`src/rtl/packet_forwarder_if.sv`:
```
// -----------------------------------------------------------------------------
// Shared flit/packet types and the bus interface of packet_forwarder.
//
// types::flit_t                   : 2-bit flit type + 30-bit payload (32 bits)
// packet_types::packet_element_t  : PACKET_MAX_FLITS stored flits + tail_index
//                                   (number of valid flits, legal 1..MAX)
//
// packet_forwarder_if groups both handshakes seen by the forwarder:
//   transfered_packet           upstream -> forwarder  head-of-queue packet
//   transfered_packet_valid     upstream -> forwarder  packet present
//   transfered_packet_completed forwarder -> upstream  one-cycle pop/free
//   out_flit                    forwarder -> downstream flit offered
//   out_flit_valid              forwarder -> downstream flit valid
//   out_flit_ready              downstream -> forwarder flit accepted
// modport master : the forwarder's view
// modport slave  : the environment's view (upstream buffer + downstream sink)
// -----------------------------------------------------------------------------
package types;
    typedef enum logic [1:0] {
        FLIT_HEAD     = 2'd0,
        FLIT_BODY     = 2'd1,
        FLIT_TAIL     = 2'd2,
        FLIT_HEADTAIL = 2'd3
    } flit_type_t;

    typedef struct packed {
        flit_type_t  ftype;
        logic [29:0] payload;
    } flit_t;
endpackage

package packet_types;
    localparam int PACKET_MAX_FLITS = 8;
    // One extra bit so that out-of-range values (0 and MAX+1) are representable.
    localparam int TAIL_INDEX_WIDTH = $clog2(PACKET_MAX_FLITS) + 1;

    typedef struct packed {
        types::flit_t [PACKET_MAX_FLITS-1:0] buffer;
        logic [TAIL_INDEX_WIDTH-1:0]         tail_index;
    } packet_element_t;
endpackage

interface packet_forwarder_if;
    packet_types::packet_element_t transfered_packet;
    logic                          transfered_packet_valid;
    logic                          transfered_packet_completed;
    types::flit_t                  out_flit;
    logic                          out_flit_valid;
    logic                          out_flit_ready;

    modport master (
        input  transfered_packet,
        input  transfered_packet_valid,
        output transfered_packet_completed,
        output out_flit,
        output out_flit_valid,
        input  out_flit_ready
    );

    modport slave (
        output transfered_packet,
        output transfered_packet_valid,
        input  transfered_packet_completed,
        input  out_flit,
        input  out_flit_valid,
        output out_flit_ready
    );
endinterface

```
`src/rtl/packet_forwarder.sv`:
```
// -----------------------------------------------------------------------------
// packet_forwarder
// Downstream stage of the packet reassembly buffer. Takes one completed packet
// at a time and serialises its stored flits, in order, onto a single
// valid/ready flit stream. After the last flit is accepted it pulses
// transfered_packet_completed for one cycle so upstream frees the entry.
// Out-of-range tail_index packets are dropped (still popped); a packet whose
// valid disappears mid-send is aborted (not popped).
//
// Ports:
//   nocclk                in   clock
//   rst_n                 in   asynchronous reset, active low
//   bus                   master modport of packet_forwarder_if (packet in,
//                         completed pop out, flit valid/ready out)
//   busy                  out  FSM not idle
//   packet_sent_count     out  packets fully forwarded (saturating)
//   packet_dropped_count  out  packets dropped or aborted (saturating)
//
// PACKET_MAX_FLITS must match packet_types::PACKET_MAX_FLITS, since the
// packet struct layout comes from that package.
// -----------------------------------------------------------------------------
module packet_forwarder #(
    parameter int PACKET_MAX_FLITS = packet_types::PACKET_MAX_FLITS,
    parameter int COUNT_WIDTH      = 16
) (
    input  logic                   nocclk,
    input  logic                   rst_n,
    packet_forwarder_if.master     bus,
    output logic                   busy,
    output logic [COUNT_WIDTH-1:0] packet_sent_count,
    output logic [COUNT_WIDTH-1:0] packet_dropped_count
);

    // idx/len carry one extra bit so len==PACKET_MAX_FLITS fits and idx never wraps.
    localparam int IDX_W = $clog2(PACKET_MAX_FLITS) + 1;
    localparam int SEL_W = $clog2(PACKET_MAX_FLITS);

    typedef enum logic [1:0] {
        IDLE = 2'd0,
        SEND = 2'd1,
        DONE = 2'd2
    } state_t;

    state_t                 state_q,     state_d;
    logic [IDX_W-1:0]       idx_q,       idx_d;
    logic [IDX_W-1:0]       len_q,       len_d;
    types::flit_t           out_flit_q,  out_flit_d;
    logic                   out_valid_q, out_valid_d;
    logic                   completed_q, completed_d;
    logic                   busy_q,      busy_d;
    logic [COUNT_WIDTH-1:0] sent_q,      sent_d;
    logic [COUNT_WIDTH-1:0] dropped_q,   dropped_d;

    logic [IDX_W-1:0] tail_index;
    logic             tail_ok;
    logic             handshake;
    logic [SEL_W-1:0] next_sel;

    assign tail_index = bus.transfered_packet.tail_index;
    assign tail_ok    = (tail_index != '0) && (tail_index <= IDX_W'(PACKET_MAX_FLITS));
    assign handshake  = out_valid_q & bus.out_flit_ready;
    // Only used when idx_q < len_q-1, so idx_q+1 always addresses a stored flit.
    assign next_sel   = SEL_W'(idx_q + 1'b1);

    always_comb begin
        state_d     = state_q;
        idx_d       = idx_q;
        len_d       = len_q;
        out_flit_d  = out_flit_q;
        out_valid_d = out_valid_q;
        sent_d      = sent_q;
        dropped_d   = dropped_q;

        case (state_q)
            IDLE: begin
                if (bus.transfered_packet_valid) begin
                    if (tail_ok) begin
                        len_d       = tail_index;
                        idx_d       = '0;
                        out_flit_d  = bus.transfered_packet.buffer[0];
                        out_valid_d = 1'b1;
                        state_d     = SEND;
                    end else begin
                        // Malformed packet: pop it without emitting anything.
                        if (dropped_q != '1) dropped_d = dropped_q + 1'b1;
                        state_d = DONE;
                    end
                end
            end
            SEND: begin
                if (!bus.transfered_packet_valid) begin
                    // Upstream withdrew the packet: abandon it and do not pop.
                    out_valid_d = 1'b0;
                    if (dropped_q != '1) dropped_d = dropped_q + 1'b1;
                    state_d = IDLE;
                end else if (handshake) begin
                    if (idx_q == len_q - 1'b1) begin
                        out_valid_d = 1'b0;
                        if (sent_q != '1) sent_d = sent_q + 1'b1;
                        state_d = DONE;
                    end else begin
                        idx_d      = idx_q + 1'b1;
                        out_flit_d = bus.transfered_packet.buffer[next_sel];
                    end
                end
            end
            DONE: begin
                state_d = IDLE;
            end
            default: begin
                state_d = IDLE;
            end
        endcase

        // Registered so the pop pulse and busy line up exactly with the state.
        completed_d = (state_d == DONE);
        busy_d      = (state_d != IDLE);
    end

    always_ff @(posedge nocclk or negedge rst_n) begin
        if (!rst_n) begin
            state_q     <= IDLE;
            idx_q       <= '0;
            len_q       <= '0;
            out_flit_q  <= '0;
            out_valid_q <= 1'b0;
            completed_q <= 1'b0;
            busy_q      <= 1'b0;
            sent_q      <= '0;
            dropped_q   <= '0;
        end else begin
            state_q     <= state_d;
            idx_q       <= idx_d;
            len_q       <= len_d;
            out_flit_q  <= out_flit_d;
            out_valid_q <= out_valid_d;
            completed_q <= completed_d;
            busy_q      <= busy_d;
            sent_q      <= sent_d;
            dropped_q   <= dropped_d;
        end
    end

    assign bus.out_flit                    = out_flit_q;
    assign bus.out_flit_valid              = out_valid_q;
    assign bus.transfered_packet_completed = completed_q;
    assign busy                            = busy_q;
    assign packet_sent_count               = sent_q;
    assign packet_dropped_count            = dropped_q;

endmodule

```
`src/flat_wrapper.sv`:
```
// flat-port wrapper written by rule: the top's interface ports become plain ports
module packet_forwarder_flat 
#(
    parameter int PACKET_MAX_FLITS = packet_types::PACKET_MAX_FLITS,
    parameter int COUNT_WIDTH      = 16
)
  (nocclk, rst_n, busy, packet_sent_count, packet_dropped_count, bus_transfered_packet, bus_transfered_packet_valid, bus_transfered_packet_completed, bus_out_flit, bus_out_flit_valid, bus_out_flit_ready);
  packet_forwarder_if bus_i ();
  input  logic nocclk;
  input  logic rst_n;
  output logic busy;
  output logic [COUNT_WIDTH-1:0] packet_sent_count;
  output logic [COUNT_WIDTH-1:0] packet_dropped_count;
  input wire logic [$bits(bus_i.transfered_packet)-1:0] bus_transfered_packet;
  input wire logic [$bits(bus_i.transfered_packet_valid)-1:0] bus_transfered_packet_valid;
  output wire logic [$bits(bus_i.transfered_packet_completed)-1:0] bus_transfered_packet_completed;
  output wire logic [$bits(bus_i.out_flit)-1:0] bus_out_flit;
  output wire logic [$bits(bus_i.out_flit_valid)-1:0] bus_out_flit_valid;
  input wire logic [$bits(bus_i.out_flit_ready)-1:0] bus_out_flit_ready;
  assign bus_i.transfered_packet = bus_transfered_packet;
  assign bus_i.transfered_packet_valid = bus_transfered_packet_valid;
  assign bus_transfered_packet_completed = bus_i.transfered_packet_completed;
  assign bus_out_flit = bus_i.out_flit;
  assign bus_out_flit_valid = bus_i.out_flit_valid;
  assign bus_i.out_flit_ready = bus_out_flit_ready;
  packet_forwarder #(.PACKET_MAX_FLITS(PACKET_MAX_FLITS), .COUNT_WIDTH(COUNT_WIDTH)) u_core (.nocclk(nocclk), .rst_n(rst_n), .bus(bus_i), .busy(busy), .packet_sent_count(packet_sent_count), .packet_dropped_count(packet_dropped_count));
endmodule
```
`config.mk`:
```
export PLATFORM = sky130hd
export DESIGN_NAME = packet_forwarder_flat
export DESIGN_NICKNAME = d
export VERILOG_FILES = /design/src/rtl/packet_forwarder_if.sv /design/src/rtl/packet_forwarder.sv /design/src/flat_wrapper.sv
export SDC_FILE = /design/constraint.sdc
export NUM_CORES = 1
export LEC_CHECK = 0
export CORE_AREA = 2 2 128 130
export DETAILED_ROUTE_END_ITERATION = 12
export DIE_AREA = 0 0 130 132
export PLACE_DENSITY = 0.76
export SYNTH_ARGS = -nofsm -noshare
export SYNTH_HDL_FRONTEND = slang
export SYNTH_SLANG_ARGS = --single-unit
```
`constraint.sdc`:
```
create_clock -name nocclk -period 3.23 [get_ports nocclk]
set_clock_uncertainty 0.05 [all_clocks]
set_input_delay 0.646 -clock nocclk [delete_from_list [all_inputs] [get_ports nocclk]]
set_output_delay 0.646 -clock nocclk [all_outputs]
set_load 0.02 [all_outputs]
```
* Word level (Yosys, flattened, before mapping)
Cells that the tools add are included.
** Storage, ports and cells
- Input bits :: 264
- Register bits after elaboration :: 77
- Output and inout port bits :: 67
- Word-level logic and storage cells :: 72
** Cells by class
- Equality and inequality tests :: 14
- Bitwise gates (word level) :: 1
- Reduce and logical (&&, ||, !) cells :: 10
- $lt $le $gt $ge :: 2
- Mux-type cells :: 31
- Add/subtract/negate cells :: 4
** Operators by type and width (number)
- $mux 32 :: 6
- $bmux 32 s3 :: 1
- $mux 16 :: 4
- $pmux 32 s2 :: 1
- $add 16x1->16 const B :: 2
- $ne 16x16->1 const B :: 2
- $pmux 16 s2 :: 1
- $mux 4 :: 5
- $mux 2 :: 5
- $ne 2x2->1 const B :: 5
- $reduce_and 5->1 :: 2
- $pmux 4 s2 :: 1
- $ne 3x2->1 const B :: 2
- $reduce_and 6->1 :: 1
- $mux 1 :: 5
- $add 4x1->4 const B :: 1
- $eq 4x4->1 :: 1
- $le 4x4->1 const B :: 1
- $lt 3x4->1 const B :: 1
- $ne 2x1->1 const B :: 2
- $pmux 2 s2 :: 1
- $reduce_and 4->1 :: 1
- $reduce_bool 2->1 :: 2
- $reduce_bool 4->1 :: 1
- 8 further kinds :: 8

* Logic depth before layout (Yosys ltp)
Gate-level depths: netlist of the first run.
- Depth after elaboration :: 7
- Mapped depth :: 9
- Gate-level depth less buffers :: 7

* Worst setup path before layout of the first run
Ideal clock, no wire load.
- Path type :: register to register
- Start :: register u_core.len_q[0]
- End :: register u_core.out_flit_q (netlist bit u_core.bus.out_flit[10])
- Clock period less this slack :: 2.366 ns
- Stages on the path, launching flop included :: 10
- Buffers on the path :: 2
- Data required time :: 3.055 ns
- Path slack :: 0.864 ns
- Library setup time :: 0.125 ns
- Data arrival time :: 2.191 ns
- Cells stage by stage :: dfrtp_1 > inv_1 > ha_1 > xor2_1 > nand2_1 > or3_1 > buf_2 > a21oi_4 > buf_6 > mux2_2
** Between the ends
- Word-level cells in the longest chain between the ends :: 4
** RTL lines
- from (decl) :: line packet_forwarder.sv:46 : logic [IDX_W-1:0] len_q, len_d;
- from (signal assigned) :: line packet_forwarder.sv:134 : len_q <= len_d;
- $sub 4x1->4 :: line packet_forwarder.sv:97 : if (idx_q == len_q - 1'b1) begin
- $eq 4x4->1 :: line packet_forwarder.sv:97
- $ne 2x2->1 (no line)
- $reduce_and 6->1 (no line)
- to (signal assigned) :: line packet_forwarder.sv:135 : out_flit_q <= out_flit_d;
- to (decl) :: line packet_forwarder.sv:47 : types::flit_t out_flit_q, out_flit_d;
No other way between the ends.
A chain may end at the register's enable or synchronous reset.

* Worst setup path in the final report of the first run
- Start :: input port bus_transfered_packet[1]
- End :: register u_core.dropped_q[1] (netlist: u_core.packet_dropped_count[1])
** Between the ends
- Word-level cells in the longest chain between the ends :: 4
- Elaborated cells between the ends (all ways) :: 5
- Classes of those cells :: order compare: 1; eq/ne: 1; reduce/logical: 3
** RTL lines
- from (decl) :: line flat_wrapper.sv:14 : input wire logic [$bits(bus_i.transfered_packet)-1:0] bus_transfered_packet;
- $le 4x4->1 or $reduce_bool 4->1 (tied branches) :: line packet_forwarder.sv:60 : assign tail_ok = (tail_index != '0) && (tail_index <= IDX_W'(PACKET_MAX_FLITS));
- $logic_and 1x1->1 (*) :: line packet_forwarder.sv:60
- $ne 2x2->1 (no line) (*)
- $reduce_and 4->1 (no line) (*)
- to (signal assigned) :: line packet_forwarder.sv:140 : dropped_q <= dropped_d;
- to (decl) :: line packet_forwarder.sv:52 : logic [COUNT_WIDTH-1:0] dropped_q, dropped_d;
Every way passes the cells marked *; elsewhere a longest branch is shown, timed or not.

==> results of run 1 <==
## final timing paths
check	cells after the start	slack, ps	end	startpoint
hold / removal	1	330	u_core.bus.out_flit[10]$_DFFE_PN0P_	rst_n
setup / recovery	6	550	u_core.packet_dropped_count[1]$_DFFE_PN0P_	bus_transfered_packet[1]
hold reg to reg	1	440	u_core.packet_dropped_count[5]$_DFFE_PN0P_	u_core.packet_dropped_count[5]$_DFFE_PN0P_
setup reg to reg	8	560	u_core.bus.out_flit[30]$_DFFE_PN0P_	u_core.len_q[0]$_DFFE_PN0P_
max in group asynchronous	2	2110	u_core.bus.out_flit[21]$_DFFE_PN0P_	rst_n
min in group nocclk	1	440	u_core.packet_dropped_count[5]$_DFFE_PN0P_	u_core.packet_dropped_count[5]$_DFFE_PN0P_
## cell type report
class	count	area (µm²)
Clock inverter	6	87.6
Antenna cell	1	2.50
Sequential cell	77	1930
Clock buffer	9	225
Fill cell	1285	6280
Tap cell	216	270
Inverter	5	18.8
Timing Repair Buffer	343	3440
Multi-Input combinational cell	374	3460
## flip-flops by register name, indices dropped and copies added (netlist names)
register and count:
u_core.idx_q 4, u_core.packet_sent_count 16, u_core.busy 1, u_core.bus.out_flit 32, u_core.len_q 4, u_core.packet_dropped_count 16, u_core.state_q 2, u_core.bus.out_flit_valid 1
u_core.bus.transfered_packet_completed 1
## cell families after synthesis
family                     share of synthesized area
DFF                                            0.348
AOI/OAI and AO/OA                             0.0577
and+or+nand+nor                                0.148
muxes                                          0.344
xor gates and xnor gates                      0.0570
buffers and inverters                         0.0355
adders and majority gates                    0.00905
## power by group through the flow
| stage | sequential [mW] | clock, mW | combinational (mW) |
|---|---|---|---|
| finish | 1.46 | 1.08 | 3.04 |
| global route | 1.49 | 1.14 | 3.23 |
| CTS | 1.46 | 1.10 | 3.07 |
| detailed placement | 1.47 | 0 | 3.06 |
| global placement | 1.46 | 0 | 3.01 |
| floorplan | 1.73 | 0 | 1.52 |
## cells in the mapped netlist
| master | number |
|---|---|
| o31ai_1 | 2 |
| o211ai_1 | 1 |
| inv_1 | 5 |
| or3_1 | 1 |
| nor3_2 | 1 |
| o22a_1 | 1 |
| a21oi_1 | 1 |
| ha_1 | 4 |
| xnor2_1 | 30 |
| o22ai_1 | 1 |
| mux2_2 | 41 |
| buf_2 | 10 |
| a31oi_1 | 32 |
| buf_1 | 1 |
| o21ai_0 | 6 |
| o31a_2 | 1 |
| nand4_1 | 16 |
| nor3_1 | 2 |
| a311oi_1 | 1 |
| and4_1 | 1 |
| a21oi_4 | 1 |
| nand4_2 | 1 |
| or2_2 | 1 |
| nor2b_1 | 2 |
| nand2b_1 | 2 |
| nand3_1 | 13 |
| nor4_1 | 3 |
| mux4_2 | 64 |
| and3_1 | 10 |
| o2111a_1 | 1 |
| buf_6 | 4 |
| and2_1 | 1 |
| clkbuf_1 | 21 |
| nand2_1 | 87 |
| xor2_1 | 6 |
| or4_4 | 1 |
| nor2_1 | 38 |
| dfrtp_1 | 77 |
| or4_1 | 1 |
## per-stage QoR
| step | setup WS [ps] | total power [mW] |
|---|---|---|
| after floorplan | 864 | 3.24 |
| after global placement | 263 | 4.47 |
| after detailed placement | 220 | 4.52 |
| after CTS | 549 | 5.63 |
| after global routing | 434 | 5.86 |
| final | 549 | 5.58 |
## critical path, delay by kind of cell
kind	cells	cell delay, ps
mux	1	360
compound gates	2	620
simple gates	1	570
buf+inv	2	650
## routing by layer
layer	global-route usage	part of all wire	vias to the layer above
met5	0	0.0019	-
met4	0.0705	0.019	6
met3	0.0584	0.066	34
met2	0.439	0.51	257
met1	0.327	0.41	2802
li1	-	-	2490
==> summary.md, run 1 <==
| Metric | Value |
|---|---|
| Run status | finished, final reports clean |
| Sequential area share after synthesis | 0.348 |
| DP HPWL | 17700 µm |
| Pleak | 3.55 nW |
| CP Capture Type | flip-flop |
| Num rows | 46 |
| Synthesized area per cell | 11.2 µm² |
| Synth top area share | 0.348 |
| Total Wirelength | 22000 µm |
| Post-synth top area cell | dfrtp_1 |
| Largest net degree at the start of global routing | 68 |
| Final Util | 0.600 |
| Final instance area | 9430 µm² |
| FF+latch count, synth | 77 |
| Number of global-route vias before repair | 5820 |
| Req. time, crit path | 3400 ps |
| Hold Vio Cnt, Final | 0 |
| Gate Count Post-Synth | 492 |
| Commonest non-fill, non-tap cell in the layout | clkdlybuf4s50_1 |
| Post-Syn Nets | 760 |
| Slew headroom | 0.472 |
| CTS max path bufs | 2 |
| Crit Path Class | input port to flip-flop |
| GR Util All Layers | 0.257 |
| Die width | 130 µm |
| TritonCTS buffer count | 9 |
| CTS root buf | clkbuf_16 |
| Net Sw Frac | 0.356 |
| Core footprint | 15700 µm² |
| Die Span Y | 132 µm |
| DP Area | 9110 µm² |
| TritonCTS clock tree | done |
| Overflow after GRT | 0 |
| Synthesis-to-layout area growth | 70.5% |
| Clk network pwr share | 0.194 |
| Initial Util | 0.352 |
| TritonRoute pass-1 iters | 5 |
| Clk sinks | 77 |
| Worst Hold Class | input port to async pin |
| Critical Path, Cell by Cell | clkdlybuf4s50_1 -> or4_4 -> a311oi_1 -> buf_4 -> o31a_2 -> mux2_2 |
| Antenna viol nets, final | 0 |
| Clk slew on worst S/H paths | 60 ps |
| Internal Pwr Total | 3.59 mW |
| H-tree depth | 3 |
| Post-Syn Area | 5530 µm² |
| Library cells used by synthesis | 39 |
| YS warnings | 0 |
| Fmax | 373 MHz |
| I/O pin count | 331 |
| Antenna violations before repair | 4 |
| Clock Latency Late Sink | 330 ps |
| VDD IR-drop max | 0.332 mV |
| Post-CTS sizing | 0 |
| First-pass GRT wire length | 33400 µm |
| Vias/cell | 5.42 |
| Max Fanout on Critical Path | 12 |
| CP peak stage delay | 570 ps |
| Final min period | 2680 ps |
| Via count | 5589 |
| Finished Layout Cells | 1031 |
| Most frequent cells in the layout | 329 x clkdlybuf4s50_1, 87 x nand2_1, 76 x dfrtp_1, 64 x mux4_2, 41 x mux2_2 |
| Cell Pwr Density | 591 nW/µm² |
| Wire length per cell | 21.4 µm |
| Die ar. | 17200 µm² |
| Slew @ Worst Pin | 791 ps |
| Cells after DPL | 1015 |
| Crit share post-route | 0.830 |
| Share of power burned in registers | 0.262 |
| Post-CTS Setup Inserts | 0 |
| Drt first-iter violations | 350 |
| Slowest library cell on the worst path | or4_4 |
| Port bufs | 330 |
| Max-Cap Viols | 0 |
| Synth top area cells | dfrtp_1 35%, mux4_2 26%, mux2_2 8.3%, nand2_1 5.9%, xnor2_1 4.8% |
| Final nets | 1078 |
| Max Slew Vio Count | 0 |
| RSZ-0062 raised after global routing | no |
| Final Setup Violations | 0 |
| Hold_ws | 332 ps |
| GP Congestion | 0.915 |
| Share of layout cells above drive strength 1 | 0.179 |
| Setup_tns | 0 ps |
| Worst EP arrival | 2850 ps |
| Setup crit start kind | input port |
| # DRC | 0 |
| Hold-fix buffers at CTS | 0 |
| Comb power frac | 0.544 |
| Sw Pwr | 1.99 mW |
No activity file was read; power rests on OpenSTA's default activity.
==> run 2: changes to the inputs <==
Settings changed: CORE_AREA 2 2 128 130 to not set, CORE_MARGIN set to 1, CORE_UTILIZATION set to 35, DIE_AREA 0 0 130 132 to not set, PLACE_DENSITY 0.76 to 0.79.
Clock period 3.23 ns to 2.3 ns, I/O delays scaled along.
==> run 2 against run 1 <==
Net effect: utilization up 5.2 points; critical endpoint is now u_core.bus.out_flit[6]$_DFFE_PN0P_; clock power is 22% higher; sequential share of layout area down 1.1 points; wire length fell by 4.6%; clock-buffer cell count grew 1.
==> summary.md, run 2 (synthesis gave the netlist of run 1 again) <==
| Metric | Value |
|---|---|
| Cell Pwr Density | 820 nW/µm² (+39%) |
| Die Span Y | 128 µm (-3.3%) |
| Hold Vio Cnt, Final | 0 (unchanged) |
| Num rows | 45 (-2.2%) |
| Slew headroom | 0.691 (+0.218) |
| TritonRoute pass-1 iters | 4 (-1) |
| Cells after DPL | 1039 (+2.4%) |
| Final Util | 0.652 (+0.0515) |
| CP Capture Type | flip-flop |
| Share of layout cells above drive strength 1 | 0.226 (+0.0469) |
| GP Congestion | 0.870 (-4.8%) |
| Total Wirelength | 21000 µm (-4.6%) |
| Clock Latency Late Sink | 340 ps (about the same) |
| Max Fanout on Critical Path | 8 (-4) |
| Port bufs | 330 (unchanged) |
| DP HPWL | 16200 µm (-8.7%) |
| Antenna viol nets, final | 0 (unchanged) |
| First-pass GRT wire length | 31200 µm (-6.6%) |
| TritonCTS buffer count | 9 (unchanged) |
| Crit Path Class | flip-flop to flip-flop |
| Wire length per cell | 19.7 µm (-7.6%) |
| Final instance area | 9980 µm² (+5.8%) |
| Max Slew Vio Count | 0 (unchanged) |
| Worst EP arrival | 2460 ps (-390 ps) |
| Largest net degree at the start of global routing | 48 (-29%) |
| Drt first-iter violations | 277 (-21%) |
| FILL cells | 1208 (-6.0%) |
| Most frequent cells in the layout | 328 x clkdlybuf4s50_1, 87 x nand2_1, 76 x dfrtp_1, 64 x mux4_2, 38 x buf_4 |
| Synthesis-to-layout area growth | 80.5% |
| RSZ-0062 raised after global routing | yes |
| H-tree depth | 3 (unchanged) |
| Worst Hold Class | input port to async pin |
| Number of global-route vias before repair | 5885 (+1.1%) |
| Final nets | 1116 (+3.5%) |
| Final min period | 2290 ps |
| Initial Util | 0.361 (+0.00914) |
| # DRC | 0 (unchanged) |
| VDD IR-drop max | 0.455 mV (+37%) |
| Slew @ Worst Pin | 464 ps (-328 ps) |
| Pleak | 3.96 nW (+11%) |
| GR Util All Layers | 0.252 (-0.00498) |
| Die width | 128 µm (-1.8%) |
| DP Area | 9370 µm² (+2.8%) |
| Via count | 5656 (+1.2%) |
| Crit share post-route | 0.996 |
| Core footprint | 15300 µm² (-2.5%) |
| Max reg flops | 32 (unchanged) |
| Finished Layout Cells | 1065 (+3.3%) |
| Clk sinks | 77 (unchanged) |
| Die ar. | 16300 µm² (-5.0%) |
| Vias/cell | 5.31 (-2.0%) |
| Req. time, crit path | 2470 ps (-930 ps) |
| Run status | finished, final reports clean |
| Hold-fix buffers at CTS | 0 (unchanged) |
| Max-Cap Viols | 0 (unchanged) |
| Final Setup Violations | 0 (unchanged) |
| Setup crit start kind | flip-flop |
| TritonCTS clock tree | done |
| Overflow after GRT | 0 (unchanged) |
| Clk slew on worst S/H paths | 60 ps (about the same) |
| Commonest non-fill, non-tap cell in the layout | clkdlybuf4s50_1 |
| Fmax | 437 MHz |
| I/O pin count | 331 (unchanged) |
| CTS max path bufs | 2 (unchanged) |
| Antenna violations before repair | 2 (-2) |
| CTS root buf | clkbuf_16 |
[run 2: cell type report]
cell class	count	area [µm²]	share of cell area
Timing Repair Buffer	381	3850	0.386
Tap cell	211	264	0.0265
Sequential cell	77	1930	0.193
Clock inverter	6	46.3	0.00464
Clock buffer	10	229	0.0229
Antenna cell	1	2.50	0.000251
Inverter	5	18.8	0.00188
Multi-Input combinational cell	374	3640	0.365
[run 2: path summary, 6_finish.rpt]
kind                                                     start                                          to  slack [ps]  cells past startpoint
setup / recovery                   u_core.len_q[0]$_DFFE_PN0P_          u_core.bus.out_flit[6]$_DFFE_PN0P_          10                      9
setup reg to reg                   u_core.len_q[0]$_DFFE_PN0P_          u_core.bus.out_flit[6]$_DFFE_PN0P_          10                      9
min in group nocclk        u_core.bus.out_flit[22]$_DFFE_PN0P_         u_core.bus.out_flit[22]$_DFFE_PN0P_         460                      1
hold / removal                                           rst_n  u_core.packet_dropped_count[8]$_DFFE_PN0P_          20                      1
hold reg to reg            u_core.bus.out_flit[22]$_DFFE_PN0P_         u_core.bus.out_flit[22]$_DFFE_PN0P_         460                      1
max in group asynchronous                                rst_n                 u_core.idx_q[0]$_DFFE_PN0P_        1570                      2
[run 2: layer usage]
layer  wire [µm]  GRT usage  share of wire  up-vias
met5          13          0        0.00062        -
met4         331     0.0651          0.016        2
met3        1530     0.0572          0.073       24
met2       10900      0.456           0.52      258
met1        8200      0.303           0.39     2792
li1            -          -              -     2580
[run 2: where the power goes]
group	switching, mW	internal (mW)	leakage [nW]
Sequential	0.299	1.75	0.970
Clock	0.583	0.738	0.129
Combinational	2.01	2.80	2.86
[run 2: worst max-delay path, stage by stage, from the launching register on]
cell       delay (ps)
dfrtp_1           390
buf_4             140
buf_4             140
nor3_2            180
xnor2_1           100
or3_4             370
a21oi_4           160
buf_6             150
clkbuf_16         180
mux2_4            300
[run 2: timing repair]
item | 4_1_cts | 5_1_grt
cloned | 0 | 5
endpoints found under the hold margin | 0 | 0
pin swaps | 0 | 7
buffers inserted | 0 | 4
setup endpoints to repair | 38 | 45
resized for setup | 5 | 41
[run 2: through the flow]
step	setup TNS [ps]	hold WS (ps)	setup slack, ps	total power, mW
final	0	16.6	9.89	8.18
after global routing	-1460	40.2	-74.0	8.67
after CTS	0	25.6	1.11	7.91
after detailed placement	-14980	393	-383	6.54
after global placement	-12660	395	-338	6.50
after floorplan	-535	114	-20.0	4.57
